**config.mk**
```make
export PLATFORM = sky130hd
export DESIGN_NAME = core_seq_ctrl_flat
export DESIGN_NICKNAME = d
export VERILOG_FILES = /design/src/rtl/core_seq_ctrl_if.sv /design/src/rtl/core_seq_ctrl.sv /design/src/flat_wrapper.sv
export SDC_FILE = /design/constraint.sdc
export NUM_CORES = 1
export LEC_CHECK = 0
export ABC_AREA = 1
export CAP_MARGIN = 40
export CELL_PAD_IN_SITES_DETAIL_PLACEMENT = 0
export CELL_PAD_IN_SITES_GLOBAL_PLACEMENT = 1
export CORE_UTILIZATION = 37
export DETAILED_ROUTE_END_ITERATION = 12
export HOLD_SLACK_MARGIN = 0.03
export PLACE_DENSITY = 0.73
export SLEW_MARGIN = 20
export SYNTH_ARGS = -nofsm -noshare
export SYNTH_HDL_FRONTEND = slang
export SYNTH_SLANG_ARGS = --single-unit
```
**constraint.sdc**
```tcl
create_clock -name clk -period 1.8 [get_ports clk]
set_input_delay 0.54 -clock clk [delete_from_list [all_inputs] [get_ports clk]]
set_output_delay 0.54 -clock clk [all_outputs]
set_load 0.05 [all_outputs]
```
**src/rtl/core_seq_ctrl_if.sv**
```systemverilog
// Host/core handshake bundle for the instruction sequencer.
// The master side drives start and ofifo_valid; the slave side produces the instruction word and status.
interface core_seq_ctrl_if;
    logic        start;
    logic        ofifo_valid;
    logic [33:0] inst;
    logic        busy;
    logic        done;
    logic        err;
    logic [3:0]  kij;

    modport master (
        output start, ofifo_valid,
        input  inst, busy, done, err, kij
    );

    modport slave (
        input  start, ofifo_valid,
        output inst, busy, done, err, kij
    );
endinterface

```
**src/rtl/core_seq_ctrl.sv**
```systemverilog
// Sequencer that emits the 34-bit core instruction word for every kernel offset:
// weight load, kernel load, idle gap, then activation execute while draining OFIFO rows to psum SRAM.
module core_seq_ctrl #(
    parameter int ROW       = 8,
    parameter int COL       = 8,
    parameter int LEN_NIJ   = 36,
    parameter int LEN_KIJ   = 9,
    parameter int W_BASE    = 1024,
    parameter int PSUM_BASE = 0,
    parameter int GAP_CYC   = 10,
    parameter int DRAIN_MAX = 64
) (
    input  logic            clk,
    input  logic            reset,
    core_seq_ctrl_if.slave  bus
);

    localparam int PMAX0 = (LEN_NIJ + 2 > COL + ROW + 1) ? LEN_NIJ + 2 : COL + ROW + 1;
    localparam int PMAX  = (PMAX0 > GAP_CYC) ? PMAX0 : GAP_CYC;
    localparam int CW    = $clog2(PMAX + 1);
    localparam int RW    = $clog2(LEN_NIJ + 1);
    localparam int DW    = $clog2(DRAIN_MAX + 1);

    localparam logic [CW-1:0] C_COL      = CW'(COL);
    localparam logic [CW-1:0] C_LOAD_END = CW'(COL + ROW - 1);
    localparam logic [CW-1:0] C_GAP_END  = CW'(GAP_CYC - 1);
    localparam logic [CW-1:0] C_NIJ      = CW'(LEN_NIJ);
    localparam logic [CW-1:0] C_ACT_END  = CW'(LEN_NIJ + 1);
    localparam logic [CW-1:0] C_ONE      = CW'(1);
    localparam logic [CW-1:0] C_TWO      = CW'(2);
    localparam logic [RW-1:0] C_ROWS     = RW'(LEN_NIJ);
    localparam logic [DW-1:0] C_DRN_END  = DW'(DRAIN_MAX - 1);
    localparam logic [3:0]    C_KIJ_END  = 4'(LEN_KIJ - 1);

    localparam logic [33:0] INST_IDLE = 34'h1_800C_0000;

    typedef enum logic [2:0] {
        S_IDLE, S_L0W, S_LOAD, S_GAP, S_ACT, S_DRAIN, S_NEXT
    } state_t;

    state_t          r_state, w_state_nx;
    logic [CW-1:0]   r_cnt, w_cnt_nx;
    logic [RW-1:0]   r_rows, w_rows_nx;
    logic [DW-1:0]   r_dcnt, w_dcnt_nx;
    logic [3:0]      r_kij, w_kij_nx;
    logic            r_busy, w_busy_nx;
    logic            r_done, w_done_nx;
    logic            r_err, w_err_nx;
    logic [33:0]     r_inst, w_inst_nx;

    logic            w_cen_x, w_l0_wr, w_l0_rd, w_exe, w_ld;
    logic            w_ofifo_rd, w_cen_p, w_wen_p;
    logic [10:0]     w_ax, w_ap;
    logic [10:0]     w_wt_addr, w_ps_addr;

    assign w_wt_addr = 11'(W_BASE + int'(r_kij) * COL + int'(r_cnt));
    assign w_ps_addr = 11'(PSUM_BASE + int'(r_kij) * LEN_NIJ + int'(r_rows));

    always_ff @(posedge clk or negedge reset) begin
        if (!reset) begin
            r_state <= S_IDLE;
            r_cnt   <= '0;
            r_rows  <= '0;
            r_dcnt  <= '0;
            r_kij   <= '0;
            r_busy  <= 1'b0;
            r_done  <= 1'b0;
            r_err   <= 1'b0;
            r_inst  <= INST_IDLE;
        end else begin
            r_state <= w_state_nx;
            r_cnt   <= w_cnt_nx;
            r_rows  <= w_rows_nx;
            r_dcnt  <= w_dcnt_nx;
            r_kij   <= w_kij_nx;
            r_busy  <= w_busy_nx;
            r_done  <= w_done_nx;
            r_err   <= w_err_nx;
            r_inst  <= w_inst_nx;
        end
    end

    always_comb begin
        w_state_nx = r_state;
        w_cnt_nx   = r_cnt;
        w_rows_nx  = r_rows;
        w_dcnt_nx  = r_dcnt;
        w_kij_nx   = r_kij;
        w_busy_nx  = r_busy;
        w_done_nx  = 1'b0;
        w_err_nx   = r_err;
        w_cen_x    = 1'b1;
        w_ax       = '0;
        w_l0_wr    = 1'b0;
        w_l0_rd    = 1'b0;
        w_exe      = 1'b0;
        w_ld       = 1'b0;
        w_ofifo_rd = 1'b0;
        w_cen_p    = 1'b1;
        w_wen_p    = 1'b1;
        w_ap       = '0;

        case (r_state)
            S_IDLE: begin
                if (bus.start) begin
                    w_state_nx = S_L0W;
                    w_cnt_nx   = '0;
                    w_rows_nx  = '0;
                    w_dcnt_nx  = '0;
                    w_kij_nx   = '0;
                    w_busy_nx  = 1'b1;
                    w_err_nx   = 1'b0;
                end
            end
            S_L0W: begin
                // L0 write trails the xmem read by one cycle to cover SRAM read latency.
                if (r_cnt < C_COL) begin
                    w_cen_x = 1'b0;
                    w_ax    = w_wt_addr;
                end
                w_l0_wr = (r_cnt >= C_ONE);
                if (r_cnt == C_COL) begin
                    w_state_nx = S_LOAD;
                    w_cnt_nx   = '0;
                end else begin
                    w_cnt_nx = r_cnt + 1'b1;
                end
            end
            S_LOAD: begin
                w_l0_rd = 1'b1;
                w_ld    = 1'b1;
                if (r_cnt == C_LOAD_END) begin
                    w_state_nx = S_GAP;
                    w_cnt_nx   = '0;
                end else begin
                    w_cnt_nx = r_cnt + 1'b1;
                end
            end
            S_GAP: begin
                if (r_cnt == C_GAP_END) begin
                    w_state_nx = S_ACT;
                    w_cnt_nx   = '0;
                end else begin
                    w_cnt_nx = r_cnt + 1'b1;
                end
            end
            S_ACT: begin
                if (r_cnt < C_NIJ) begin
                    w_cen_x = 1'b0;
                    w_ax    = 11'(r_cnt);
                end
                w_l0_wr = (r_cnt >= C_ONE) && (r_cnt <= C_NIJ);
                w_l0_rd = (r_cnt >= C_TWO);
                w_exe   = (r_cnt >= C_TWO);
                if (r_cnt == C_ACT_END) begin
                    w_state_nx = S_DRAIN;
                    w_cnt_nx   = '0;
                    w_dcnt_nx  = '0;
                end else begin
                    w_cnt_nx = r_cnt + 1'b1;
                end
            end
            S_DRAIN: begin
                if (r_rows >= C_ROWS) begin
                    w_state_nx = S_NEXT;
                end else if (r_dcnt == C_DRN_END) begin
                    w_err_nx   = 1'b1;
                    w_done_nx  = 1'b1;
                    w_busy_nx  = 1'b0;
                    w_state_nx = S_IDLE;
                end else begin
                    w_dcnt_nx = r_dcnt + 1'b1;
                end
            end
            S_NEXT: begin
                if (r_kij == C_KIJ_END) begin
                    w_done_nx  = 1'b1;
                    w_busy_nx  = 1'b0;
                    w_state_nx = S_IDLE;
                end else begin
                    w_kij_nx   = r_kij + 1'b1;
                    w_cnt_nx   = '0;
                    w_rows_nx  = '0;
                    w_state_nx = S_L0W;
                end
            end
            default: w_state_nx = S_IDLE;
        endcase

        // OFIFO drain runs alongside ACT and DRAIN; rows beyond one tile are ignored.
        if ((r_state == S_ACT || r_state == S_DRAIN) && bus.ofifo_valid && (r_rows < C_ROWS)) begin
            w_ofifo_rd = 1'b1;
            w_cen_p    = 1'b0;
            w_wen_p    = 1'b0;
            w_ap       = w_ps_addr;
            w_rows_nx  = r_rows + 1'b1;
        end

        w_inst_nx = {1'b0, w_cen_p, w_wen_p, w_ap, w_cen_x, 1'b1, w_ax,
                     w_ofifo_rd, 1'b0, 1'b0, w_l0_rd, w_l0_wr, w_exe, w_ld};
    end

    assign bus.inst = r_inst;
    assign bus.busy = r_busy;
    assign bus.done = r_done;
    assign bus.err  = r_err;
    assign bus.kij  = r_kij;

endmodule

```
**src/flat_wrapper.sv**
```systemverilog
// flat-port wrapper written by rule: the top's interface ports become plain ports
module core_seq_ctrl_flat 
#(
    parameter int ROW       = 8,
    parameter int COL       = 8,
    parameter int LEN_NIJ   = 36,
    parameter int LEN_KIJ   = 9,
    parameter int W_BASE    = 1024,
    parameter int PSUM_BASE = 0,
    parameter int GAP_CYC   = 10,
    parameter int DRAIN_MAX = 64
)
  (clk, reset, bus_start, bus_ofifo_valid, bus_inst, bus_busy, bus_done, bus_err, bus_kij);
  core_seq_ctrl_if bus_i ();
  input  logic clk;
  input  logic reset;
  input wire logic [$bits(bus_i.start)-1:0] bus_start;
  input wire logic [$bits(bus_i.ofifo_valid)-1:0] bus_ofifo_valid;
  output wire logic [$bits(bus_i.inst)-1:0] bus_inst;
  output wire logic [$bits(bus_i.busy)-1:0] bus_busy;
  output wire logic [$bits(bus_i.done)-1:0] bus_done;
  output wire logic [$bits(bus_i.err)-1:0] bus_err;
  output wire logic [$bits(bus_i.kij)-1:0] bus_kij;
  assign bus_i.start = bus_start;
  assign bus_i.ofifo_valid = bus_ofifo_valid;
  assign bus_inst = bus_i.inst;
  assign bus_busy = bus_i.busy;
  assign bus_done = bus_i.done;
  assign bus_err = bus_i.err;
  assign bus_kij = bus_i.kij;
  core_seq_ctrl #(.ROW(ROW), .COL(COL), .LEN_NIJ(LEN_NIJ), .LEN_KIJ(LEN_KIJ), .W_BASE(W_BASE), .PSUM_BASE(PSUM_BASE), .GAP_CYC(GAP_CYC), .DRAIN_MAX(DRAIN_MAX)) u_core (.clk(clk), .reset(reset), .bus(bus_i));
endmodule
```
==> impl_metrics.json, run 1 <==
{
  "power_density_nw_per_um2": 1250,
  "fraction_of_the_yosys_area_taken_by_sequential_cells_pct": 42.9,
  "yosys_warnings": 0,
  "floorplan_row_count": 33,
  "synth_enable_flop_cells": 0,
  "dpl_worst_slack_ns": -0.0360,
  "comb_power_share_pct": 50.2,
  "use_met3_pct": 2.84,
  "grt_use_met1_pct": 23.0,
  "finalSetupTns_ns": 0,
  "initial_core_util_pct": 39.0,
  "layout.nets": 458,
  "hold_viol_final": 0,
  "skew_ns": 0.0130,
  "die_y_um": 96,
  "netlist_area_um2": 3270,
  "syn-instance-count": 384,
  "antenna_found_initial": 0,
  "cp_data_required_time_ns": 2.01,
  "drt_wl_total_um": 7040,
  "power.internal_uw": 2630,
  "synthDistinctLibCells": 40,
  "drc_errors": 0,
  "worstPathArrival_ns": 1.92,
  "detail-route-antenna-nets": 0,
  "layoutNonFillerInstCount": 540,
  "synth_seq_cells": 56,
  "run_status": "finished clean",
  "clock.fmax_mhz": 587,
  "cts_root_buffer": "sky130_fd_sc_hd__clkbuf_8",
  "gp_routability_congestion": 0.818,
  "place.detailed.hpwl_um": 5480,
  "tcrit_tclk_final_pct": 94.7,
  "power.share.switching_pct": 47.3,
  "cts_tree": "built",
  "critical_path_peak_fanout": 5,
  "floorplan.die_area_um2": 9220,
  "finalSetupViolations": 0,
  "area_growth_syn_to_layout_pct": 22.7,
  "irDropWorstVdd_mv": 0.779,
  "maximum_number_of_pins_on_one_net_before_global_route_repair": 23,
  "gr-usage-all-layers_pct": 17.0,
  "yosys_most_used_dff": "sky130_fd_sc_hd__dfrtp_1",
  "setup.worst_path.class": "reg -> reg",
  "clk_pin_slew_worst_paths_ns": 0.11,
  "first_global_vias": 2538,
  "drt-pass1-iter-count": 4,
  "synthArstFlopShare_pct": 100,
  "finalMaxSlewViolations": 0,
  "clock_buffers_created_by_tritoncts": 5,
  "setup_repair_after_global_routing_missed_its_margin": "true",
  "met2_usage_pct": 28.3,
  "power.leakage_uw": 0.00201,
  "num_vias": 2595,
  "clock_path_buffers": 2,
  "post_synth.cell_area_avg_um2": 8.51,
  "htree_levels": 2,
  "num_antenna_cells": 0,
  "worst_slack_ns": 0.0952,
  "avgRoutedWirePerCell_um": 13.0,
  "dp_cells": 532,
  "hold_slack_ns": 0.164,
  "clock-sinks": 56,
  "post-cts-setup-buffer-count": 0,
  "grt_first_pass_wirelength_um": 12000,
  "core_area_um2": 8380,
  "timing.max_cap.violations": 0,
  "share_of_total_power_in_the_clock_network_pct": 13.9,
  "design.portCount": 45,
  "source_to_sink_clock_delay_at_the_later_pin_of_the_worst_skew_pair_ns": 0.31,
  "remaining_overflow_grt": 0,
  "sequentialPowerShare_pct": 35.9,
  "layout_min_cycle_time_ns": 1.70,
  "number_of_vias_per_cell": 4.81,
  "port-buffer-count": 38,
  "layout-drive-gt1-share_pct": 27.6,
  "timing.critical_path.from_type": "flop",
  "postLayoutCoreUtil_pct": 47.9,
  "die_width_um": 96,
  "power_switching_uw": 2360,
  "critPathCaptureType": "flop",
  "globalRoute.busiestLayer": "met2",
  "drt_first_iter_violations": 125,
  "worst_hold_path_type": "in -> async"
}
-- cells by family after synthesis --
group / count (synthesis) / share of synthesized area [%]
other cells: 2 / 0.230
fa+ha+maj: 20 / 8.11
simple gates: 190 / 28.7
xor+xnor: 10 / 2.68
compound gates: 49 / 8.88
flops: 56 / 42.9
buf+inv: 57 / 8.42
-- cell type report --
type | count | area (um2)
flip-flops and latches | 56 | 1410
well taps | 105 | 131
repair buffers | 52 | 531
clock inverters | 2 | 16.3
fillers | 794 | 4370
inverters | 44 | 165
multi-input cells | 275 | 1680
clock buffers | 6 | 72.6
-- critical path, cell delays in order, from the launching register on --
cell and delay (ns):
sky130_fd_sc_hd__dfrtp_4 0.53, sky130_fd_sc_hd__ha_4 0.26, sky130_fd_sc_hd__ha_4 0.29, sky130_fd_sc_hd__nand3_1 0.09, sky130_fd_sc_hd__nand2_2 0.09, sky130_fd_sc_hd__nand2_1 0.06
sky130_fd_sc_hd__nor2_2 0.10, sky130_fd_sc_hd__nand2_1 0.09, sky130_fd_sc_hd__nand2_1 0.07, sky130_fd_sc_hd__nor2_1 0.04
-- state kept, by name, summed over array words and instances, names as in the netlist --
name	cells
u_core.bus.busy	1
u_core.bus.done	1
u_core.bus.err	1
u_core.bus.inst	27
u_core.bus.kij	4
u_core.r_cnt	6
u_core.r_dcnt	7
u_core.r_rows	6
u_core.r_state	3
-- layout by cell type, fill, tap and decap left out, types with 9 or more instances in the layout --
master and n:
sky130_fd_sc_hd__inv_2 11, sky130_fd_sc_hd__buf_12 11, sky130_fd_sc_hd__nor2_2 9, sky130_fd_sc_hd__nand3_1 30, sky130_fd_sc_hd__o21ai_0 17, sky130_fd_sc_hd__nand2_1 82
sky130_fd_sc_hd__buf_4 38, sky130_fd_sc_hd__a21oi_1 10, sky130_fd_sc_hd__inv_1 32, sky130_fd_sc_hd__nor2_1 32, sky130_fd_sc_hd__ha_1 14, sky130_fd_sc_hd__nand2_2 10
sky130_fd_sc_hd__dfrtp_1 50
-- worst paths after layout --
check	slack (ns)	end	depth (start not counted)	start
setup / recovery	0.1	u_core.bus.inst[28]	9	u_core.bus.kij[0]
hold / removal	0.16	u_core.bus.inst[6]	1	reset
setup reg to reg	0.1	u_core.bus.inst[28]	9	u_core.bus.kij[0]
hold reg to reg	0.52	u_core.r_dcnt[0]	1	u_core.r_dcnt[0]
max in group asynchronous	1.09	u_core.bus.inst[31]	2	reset
min in group clk	0.52	u_core.r_dcnt[0]	1	u_core.r_dcnt[0]
-- power by group through the flow --
stage	clock network [uW]	logic [uW]	registers, uW
floorplan	0	1500	2080
global placement	0	2450	1810
detailed placement	0	2450	1820
CTS	726	2490	1790
global route	775	2760	1840
finish	694	2510	1790
-- stage by stage --
step / cell area (um2) / power, uW
global route: 4010 / 5370
global placement: 3870 / 4260
finish: 4010 / 5000
floorplan: 3320 / 3570
CTS: 3970 / 5010
detailed placement: 3870 / 4270
-- what timing repair did --
| item | 4_1_cts | 5_1_grt |
|---|---|---|
| hold buffers | 0 | 0 |
| hold endpoints to repair | 0 | 0 |
| endpoints found under the setup margin | 1 | 19 |
| pin swaps | 0 | 3 |
| gates resized for setup | 1 | 15 |
-- synthesized netlist by cell type, types with 4 or more instances --
master | instances | share of area [%]
sky130_fd_sc_hd__nor3_1 | 4 | 0.61
sky130_fd_sc_hd__xor2_1 | 7 | 1.9
sky130_fd_sc_hd__nand2_2 | 9 | 1.7
sky130_fd_sc_hd__nor2_2 | 6 | 1.1
sky130_fd_sc_hd__dfrtp_1 | 54 | 41
sky130_fd_sc_hd__nor2_1 | 35 | 4.0
sky130_fd_sc_hd__inv_2 | 9 | 1.0
sky130_fd_sc_hd__o21ai_0 | 18 | 2.8
sky130_fd_sc_hd__o21ai_1 | 6 | 0.92
sky130_fd_sc_hd__a21oi_1 | 11 | 1.7
sky130_fd_sc_hd__nand2_1 | 84 | 9.6
sky130_fd_sc_hd__buf_6 | 4 | 1.4
sky130_fd_sc_hd__buf_4 | 8 | 1.8
sky130_fd_sc_hd__inv_1 | 34 | 3.9
sky130_fd_sc_hd__nand3_1 | 31 | 4.7
sky130_fd_sc_hd__ha_1 | 18 | 6.9
sky130_fd_sc_hd__nand4_1 | 6 | 1.1
-- layer usage --
metal	part of all wire, %	routed length, um
met1	47	3310
met2	49	3470
met3	3.2	224
met4	0.51	36
met5	0	0
No activity file was read; power rests on OpenSTA's default activity.
==> run 2, diff against run 1 <==
- CELL_PAD_IN_SITES_DETAIL_PLACEMENT: 0 -> 1
- CORE_UTILIZATION: 37 -> 45
- PLACE_DENSITY: 0.73 -> 0.83
- clock period: 1.8 -> 2.1 ns (I/O delays scaled with it)
==> impl_metrics.json, run 2 (synthesis results as in run 1) <==
{
  "worst_slack_ns": 0.124,
  "cp_data_required_time_ns": 2.33,
  "tightestPinTransition_ns": 0.511,
  "crit-reg2reg-launch": "u_core.bus.kij[0]",
  "setup_repair_after_global_routing_missed_its_margin": "false",
  "cts_tree": "built",
  "layout_min_cycle_time_ns": 1.98,
  "timing.reg2reg.setup_slack_ns": 0.12,
  "die_y_um": 87.2,
  "area_growth_syn_to_layout_pct": 17.4,
  "die_width_um": 87.2,
  "critPathCaptureType": "flop",
  "floorplan.die_area_um2": 7610,
  "critical_path.endpoint": "u_core.bus.inst[30]",
  "place.detailed.hpwl_um": 6120,
  "cts_root_buffer": "sky130_fd_sc_hd__clkbuf_8",
  "antenna_found_initial": 0,
  "source_to_sink_clock_delay_at_the_later_pin_of_the_worst_skew_pair_ns": 0.31,
  "num_antenna_cells": 0,
  "skew_ns": 0.00592,
  "power.internal_uw": 2230,
  "num_vias": 2679,
  "drt-pass1-iter-count": 4,
  "avgRoutedWirePerCell_um": 15.3,
  "critical_path.reg2reg.endpoint": "u_core.bus.inst[30]",
  "power_density_nw_per_um2": 1110,
  "layout-drive-gt1-share_pct": 19.1,
  "tcrit_tclk_final_pct": 94.1,
  "port-buffer-count": 38,
  "sequentialPowerShare_pct": 36.2,
  "worstPathArrival_ns": 2.21,
  "htree_levels": 2,
  "run_status": "finished clean",
  "finalSetupViolations": 0,
  "cts.hold.buffers_added": 0,
  "critical_path_peak_fanout": 7,
  "max-slew-margin-rel_pct": 65.9,
  "power.share.switching_pct": 47.6,
  "first_global_vias": 2735,
  "flip_flop_count_of_the_largest_register_after_layout": 27,
  "grt_first_pass_wirelength_um": 13200,
  "core_area_um2": 6910,
  "design.portCount": 45,
  "most_common_cell_after_layout_fill_and_taps_aside": "sky130_fd_sc_hd__nand2_1",
  "timing.max_cap.violations": 0,
  "maximum_number_of_pins_on_one_net_before_global_route_repair": 57,
  "comb_power_share_pct": 46.6,
  "power.leakage_uw": 0.00211,
  "worstSetupStartpoint": "u_core.bus.kij[0]",
  "floorplan_row_count": 30,
  "finalMaxSlewViolations": 0,
  "gr-usage-all-layers_pct": 22.3,
  "post-cts-setup-buffer-count": 0,
  "timing.critical_path.from_type": "flop",
  "detail-route-antenna-nets": 0,
  "hold_viol_final": 0,
  "clock_buffers_created_by_tritoncts": 5,
  "gp_routability_congestion": 0.861,
  "irDropWorstVdd_mv": 0.662,
  "clock_path_buffers": 2,
  "worst_hold_path_type": "in -> async",
  "drt_wl_total_um": 7950,
  "finalSetupTns_ns": 0,
  "drt_first_iter_violations": 77,
  "initial_core_util_pct": 47.3,
  "drc_errors": 0,
  "clock.fmax_mhz": 506,
  "power_switching_uw": 2030,
  "number_of_vias_per_cell": 5.14,
  "dpl_worst_slack_ns": 0.0639,
  "hold_slack_ns": 0.298,
  "clk_pin_slew_worst_paths_ns": 0.10,
  "worstRegToRegCells": 10,
  "leading_cell_types_in_the_layout_fill_and_taps_excluded": "sky130_fd_sc_hd__nand2_1, sky130_fd_sc_hd__dfrtp_1, sky130_fd_sc_hd__nor2_1, sky130_fd_sc_hd__inv_1, sky130_fd_sc_hd__nand3_1",
  "remaining_overflow_grt": 0,
  "share_of_total_power_in_the_clock_network_pct": 17.2,
  "setup.worst_path.class": "reg -> reg",
  "layout.nets": 448,
  "clock-sinks": 56
}
==> run 2: cell count changes in the layout (fill, tap and decap cells not counted), moves of 3 or more <==
cell | before | now
sky130_fd_sc_hd__dlymetal6s2s_1 | 0 | 10
sky130_fd_sc_hd__ha_1 | 14 | 17
sky130_fd_sc_hd__ha_4 | 3 | 0
sky130_fd_sc_hd__buf_4 | 38 | 22
sky130_fd_sc_hd__dlygate4sd2_1 | 0 | 3
sky130_fd_sc_hd__buf_12 | 11 | 4
sky130_fd_sc_hd__nor2_2 | 9 | 6
sky130_fd_sc_hd__nor2_1 | 32 | 35
==> run 2: power by group through the flow <==
stage	clock [uW]	combinational (uW)	sequential [uW]
4_1_cts	752	2000	1540
2_1_floorplan	0	1280	1760
3_3_place_gp	0	1920	1550
6_report	732	1990	1540
3_5_place_dp	0	1990	1560
5_1_grt	778	2190	1570
==> run 2: worst max-delay path: stages (launching register included) <==
cell	delay (ns)
sky130_fd_sc_hd__dfrtp_2	0.47
sky130_fd_sc_hd__ha_2	0.22
sky130_fd_sc_hd__inv_1	0.06
sky130_fd_sc_hd__fa_1	0.38
sky130_fd_sc_hd__inv_1	0.10
sky130_fd_sc_hd__nand3_1	0.09
sky130_fd_sc_hd__nand2_1	0.12
sky130_fd_sc_hd__nand2_1	0.06
sky130_fd_sc_hd__nor2_1	0.15
sky130_fd_sc_hd__nand2_1	0.09
sky130_fd_sc_hd__nor3_1	0.15
==> run 2: how the worst min path moves through the flow <==
| stage | cells past startpoint | start | slack, ns | endpoint |
|---|---|---|---|---|
| global route | 2 | reset | 0.31 | u_core.bus.inst[29] |
| CTS | 2 | reset | 0.30 | u_core.bus.inst[29] |
| detailed placement | 2 | u_core.bus.err | 0.49 | u_core.bus.err |
| floorplan | 0 | reset | 0.33 | u_core.bus.busy |
| finish | 2 | reset | 0.30 | u_core.bus.inst[23] |
| global placement | 2 | u_core.bus.err | 0.49 | u_core.bus.err |
==> run 2: timing repair <==
item,in CTS,in global routing
hold endpoints to repair,0,0
setup endpoints to repair,3,13
gates cloned,0,0
gates resized for setup,3,13
==> run 2: layer usage <==
layer	vias to the layer above	routed length, um	track usage [%]
li1	1303	-	-
met1	1330	3650	28.5
met2	39	4030	40.4
met3	7	195	2.84
met4	0	77	4.62
met5	-	0	0
==> run 2: area by class of cell <==
cell class              instances  area [um2]
inverters                      44         165
well taps                      96         120
repair buffers                 42         422
clock buffers                   5        68.8
clock inverters                 3        47.5
multi-input cells             275        1610
flip-flops and latches         56        1410
fillers                       848        3070
==> run 2: per-stage QoR <==
step,instance area (um2),total power (uW),cells,util (%)
4_1_cts,3810,4290,521,55.1
3_5_place_dp,3690,3550,513,53.5
3_3_place_gp,3690,3470,513,53.5
5_1_grt,3840,4540,521,55.6
6_report,3840,4260,521,55.6
2_1_floorplan,3280,3040,388,-
==> run 3, diff against run 2 <==
- CAP_MARGIN: 40 -> 20
==> results of run 3 <==
The final DEF is identical to that of run 2; final timing and power are the same.
